===== src/rtl/reg_write_arbiter.sv =====
// Arbitrates the register-bank write port between the core writeback path and a FIFO-buffered
// aux master. Core has priority; a starvation counter forces aux slots. Stats under ARB_STATS_EN.
module reg_write_arbiter #(
  parameter int unsigned DEPTH        = 4,
  parameter int unsigned STARVE_LIMIT = 8,
  parameter int unsigned AW           = 5,
  parameter int unsigned DW           = 32
) (
  input  logic                       clk,
  input  logic                       reset,
  input  logic                       core_req,
  input  logic [AW-1:0]              core_addr,
  input  logic [DW-1:0]              core_data,
  output logic                       core_stall,
  input  logic                       aux_req,
  input  logic [AW-1:0]              aux_addr,
  input  logic [DW-1:0]              aux_data,
  output logic                       aux_ready,
  output logic                       aux_err,
  output logic                       wr_en,
  output logic [AW-1:0]              wr_addr,
  output logic [DW-1:0]              wr_data,
  output logic [$clog2(DEPTH+1)-1:0] fifo_count,
  output logic                       busy
`ifdef ARB_STATS_EN
  ,
  output logic [15:0]                aux_wr_cnt,
  output logic [15:0]                starve_cnt
`endif
);

  localparam int unsigned CW  = $clog2(DEPTH + 1);
  localparam int unsigned PW  = $clog2(DEPTH);
  localparam int unsigned AGW = $clog2(STARVE_LIMIT + 1);

  typedef enum logic [0:0] {StNormal, StForce} state_e;

  state_e         state_q, state_d;
  logic [AGW-1:0] age_q, age_d;
  logic [CW-1:0]  count_q, count_d;
  logic [PW-1:0]  wptr_q, rptr_q;
  logic [AW-1:0]  mem_addr_q [DEPTH];
  logic [DW-1:0]  mem_data_q [DEPTH];

  logic          aux_prot, push, pop, fifo_ne;
  logic          grant_core, grant_aux;
  logic          wr_en_d;
  logic [AW-1:0] wr_addr_d;
  logic [DW-1:0] wr_data_d;

  // r0 plus the JR/AS/SP registers are never writable by the aux master.
  assign aux_prot = (aux_addr == '0) || (aux_addr == AW'(29)) ||
                    (aux_addr == AW'(30)) || (aux_addr == AW'(31));

  assign fifo_ne    = (count_q != '0);
  assign aux_ready  = (count_q != CW'(DEPTH));
  assign push       = aux_req & aux_ready & ~aux_prot;
  assign pop        = grant_aux;
  assign busy       = fifo_ne;
  assign fifo_count = count_q;
  assign core_stall = core_req & ~grant_core;

  always_comb begin
    grant_core = 1'b0;
    grant_aux  = 1'b0;
    state_d    = state_q;
    unique case (state_q)
      StNormal: begin
        if (core_req) grant_core = 1'b1;
        else if (fifo_ne) grant_aux = 1'b1;
      end
      StForce: begin
        grant_aux = fifo_ne;
        state_d   = StNormal;
      end
      default: state_d = StNormal;
    endcase

    age_d = age_q;
    if (pop || !fifo_ne) begin
      age_d = '0;
    end else if (state_q == StNormal && age_q == AGW'(STARVE_LIMIT)) begin
      age_d   = '0;
      state_d = StForce;
    end else begin
      age_d = age_q + AGW'(1);
    end
  end

  always_comb begin
    count_d = count_q;
    unique case ({push, pop})
      2'b10:   count_d = count_q + CW'(1);
      2'b01:   count_d = count_q - CW'(1);
      default: count_d = count_q;
    endcase
  end

  // A core write to r0 is consumed without a strobe; address/data hold when idle.
  always_comb begin
    wr_en_d   = 1'b0;
    wr_addr_d = wr_addr;
    wr_data_d = wr_data;
    if (grant_core) begin
      wr_en_d = (core_addr != '0);
      if (core_addr != '0) begin
        wr_addr_d = core_addr;
        wr_data_d = core_data;
      end
    end else if (grant_aux) begin
      wr_en_d   = 1'b1;
      wr_addr_d = mem_addr_q[rptr_q];
      wr_data_d = mem_data_q[rptr_q];
    end
  end

  always_ff @(posedge clk or negedge reset) begin
    if (!reset) begin
      state_q <= StNormal;
      age_q   <= '0;
      count_q <= '0;
      wptr_q  <= '0;
      rptr_q  <= '0;
      wr_en   <= 1'b0;
      wr_addr <= '0;
      wr_data <= '0;
      aux_err <= 1'b0;
    end else begin
      state_q <= state_d;
      age_q   <= age_d;
      count_q <= count_d;
      if (push) wptr_q <= wptr_q + PW'(1);
      if (pop)  rptr_q <= rptr_q + PW'(1);
      wr_en   <= wr_en_d;
      wr_addr <= wr_addr_d;
      wr_data <= wr_data_d;
      aux_err <= aux_req & aux_prot;
    end
  end

  always_ff @(posedge clk) begin
    if (push) begin
      mem_addr_q[wptr_q] <= aux_addr;
      mem_data_q[wptr_q] <= aux_data;
    end
  end

`ifdef ARB_STATS_EN
  always_ff @(posedge clk or negedge reset) begin
    if (!reset) begin
      aux_wr_cnt <= '0;
      starve_cnt <= '0;
    end else begin
      if (grant_aux && aux_wr_cnt != 16'hFFFF) aux_wr_cnt <= aux_wr_cnt + 16'd1;
      if (state_q == StForce && starve_cnt != 16'hFFFF) starve_cnt <= starve_cnt + 16'd1;
    end
  end
`endif

endmodule


===== config.mk =====
export PLATFORM = sky130hd
export DESIGN_NAME = reg_write_arbiter
export DESIGN_NICKNAME = d
export VERILOG_FILES = /design/src/rtl/reg_write_arbiter.sv
export SDC_FILE = /design/constraint.sdc
export NUM_CORES = 1
export LEC_CHECK = 0
export CAP_MARGIN = 20
export CORE_AREA = 4 4 170 172
export DETAILED_ROUTE_END_ITERATION = 6
export DIE_AREA = 0 0 174 176
export GPL_TIMING_DRIVEN = 0
export PLACE_DENSITY = 0.52
export REMOVE_ABC_BUFFERS = 1
export SLEW_MARGIN = 20
export SYNTH_ARGS = -nofsm -noshare
export SYNTH_HDL_FRONTEND = slang
export SYNTH_SLANG_ARGS = --single-unit

===== constraint.sdc =====
create_clock -name clk -period 4.33 [get_ports clk]
set_input_delay 0.6495 -clock clk [delete_from_list [all_inputs] [get_ports clk]]
set_output_delay 0.6495 -clock clk [all_outputs]
set_load 0.01 [all_outputs]

==> qor.yml <==
fp.dieW_um: 174
hold_path_class: "primary input to asynchronous set/reset pin"
startpoint: "aux_addr[0]"
hold_buffers: 0
period_share_pct: 69.8
antenna_left: 0
period_needed_ns: 3.02
cts_sinks: 199
area_growth_pct: 27.8
wl_per_cell_um: 19.2
ioPinCount: 123
cts.repair.resized: 0
grt_pass1_vias: 4975
layout.nets: 715
place_inst: 956
dp_slack_ns: 0.878
vias_per_cell: 4.70
p_per_area_mw_per_mm2: 601
synth.area.top_cells: "edfxtp_1 (55%), dfrtp_1 (16%), mux2i_1 (4.8%)"
yosys.area.top_type: "edfxtp_1"
r2r_start: "state_q"
ys_types: 32
utilization_pct: 37.9
wl_mm: 19.0
rows: 61
post-route-drc-count: 0
cts_buffers: 17
max-slew-margin-rel_pct: 55.4
start_util_pct: 29.7
drtIter0Drc: 228
crit_type: "primary input to flip-flop"
clk_path_buf_depth: 2
path_max_fanout: 7
gr-usage-all-layers_pct: 12.6
insertion_delay_ns: 0.43
drt_first_pass_iters: 4
final_common_cell: "edfxtp_1"
avgSynthCellArea_um2: 15.9
yosysTopAreaCellShare_pct: 54.5
cts_root_buffer: "clkbuf_16"
dieArea_mm2: 0.0306
finalSetupViolCount: 0
drv_slew: 0
ys_warn_count: 0
synth-seq-cells: 199
crit_required_ns: 4.68
syn_area_mm2: 0.00815
num_vias: 4645
crit_path_end: "fifo_count[2]"
fin_cells: 988
cts_tree: "yes"
start_kind: "primary input"
die_h_um: 176
timing.fmax_ghz: 0.331
cts_setup_buffers: 0
reg2reg_slack_ns: 1.90
rsz0062_at_grt: "false"
worstRegToRegCells: 5
grt_max_degree: 64
io_buffers: 122
ir_drop_mv: 0.241
drive_above_1_share_pct: 13.6
antenna_found_initial: 0
mostFrequentLayoutCells: "edfxtp_1 (148), clkdlybuf4s50_1 (121), dfrtp_1 (49)"
cp-end-kind: "flip-flop"
leakagePower_nw: 3.69
overflow: 0
syn_inst: 514
outcome: "complete, no violations"
cp_data_arrival_time_ns: 3.38
core_area_mm2: 0.0275
worst_pin_slew_ns: 0.670
seq_area_frac_synth_pct: 70.2
grt_pass1_wl_mm: 29.5
dp_hpwl_mm: 11.6
maxCapViolCount: 0
clk_pin_slew_ns: 0.08
worst_slack_ns: 1.31
htreeDepth: 4
r2r-end: "wr_data[4]"
finalClockSkew_ns: 0.0109
antenna-diode-count: 0
place.gp.congestion: 0.693
tns_ns: 0
finalHoldViolCount: 0
[area by class of cell]
| type | instances | area (um2) |
|---|---|---|
| Sequential cell | 199 | 5730 |
| Tap cell | 346 | 433 |
| Inverter | 9 | 33.8 |
| Timing Repair Buffer | 129 | 1400 |
| Fill cell | 2600 | 17100 |
| Clock inverter | 12 | 114 |
| Multi-Input combinational cell | 273 | 2260 |
| Clock buffer | 20 | 447 |
[how the worst min path moves through the flow]
stage                        endpoint  slack [ns]  cells after the start
after floorplan              age_q[0]        0.35                      0
after CTS                  wr_data[2]        0.11                      1
after global placement        state_q        0.46                      1
final                      wr_data[2]        0.11                      1
after detailed placement  wr_data[22]        0.49                      1
after global routing       wr_data[2]        0.11                      1
[worst max-delay path, cell delays in order]
cell	delay, ns
clkdlybuf4s50_1	0.52
or4_1	0.56
o21a_1	0.19
and3_1	0.30
inv_1	0.10
ha_1	0.20
inv_1	0.06
fa_1	0.37
xor2_1	0.15
nor2_1	0.12
xor2_1	0.15
[layer usage]
metal	vias to the layer above	part of all wire, %	GRT usage (%)
met5	-	0	0
met4	0	1.2	3.40
met3	14	4.2	3.00
met2	100	51	21.7
met1	2332	44	16.0
li1	2199	-	-
[per-stage QoR]
step,cell area [um2],power (mW),hold WS (ns)
after global routing,10400,6.62,0.108
final,10400,6.26,0.112
after global placement,9630,4.74,0.458
after CTS,10400,6.36,0.106
after detailed placement,9860,4.82,0.495
after floorplan,7980,3.87,0.354
[state kept, by name, summed over array words and instances, names as in the netlist]
register / count
mem_data_q: 128
wr_data: 32
mem_addr_q: 20
wr_addr: 5
age_q: 4
fifo_count: 3
rptr_q: 2
wptr_q: 2
aux_err: 1
state_q: 1
wr_en: 1
[synth_stat cells (all sizes together)]
cell / instances
edfxtp: 148
dfrtp: 51
nor2: 42
mux2i: 39
nor2b: 39
mux2: 38
a2111oi: 37
a211oi: 37
clkbuf: 19
buf: 14
inv: 9
ha: 7
and2: 6
nand2: 4
xnor2: 4
a21oi: 3
nor3: 3
xor2: 3
and3: 2
or4: 2
fa: 1
nand2b: 1
nand3: 1
nor3b: 1
nor4: 1
o2111ai: 1
o21a: 1
[power by group]
| part | internal (mW) | switching, mW |
|---|---|---|
| clock network | 0.777 | 0.758 |
| logic | 0.991 | 0.885 |
| registers | 2.54 | 0.304 |
[cells by family (layout without fill, tap and decap cells)]
kind of cell | count (synthesis) | after routing | share of synthesized area, %
buf+inv | 42 | 170 | 2.56
simple gates | 102 | 102 | 6.46
fa+ha+maj | 8 | 8 | 1.32
mux | 77 | 77 | 11.0
xor+xnor | 7 | 7 | 0.752
compound gates | 79 | 79 | 7.77
flops | 199 | 199 | 70.2
Power figures use the tool's default switching activity.
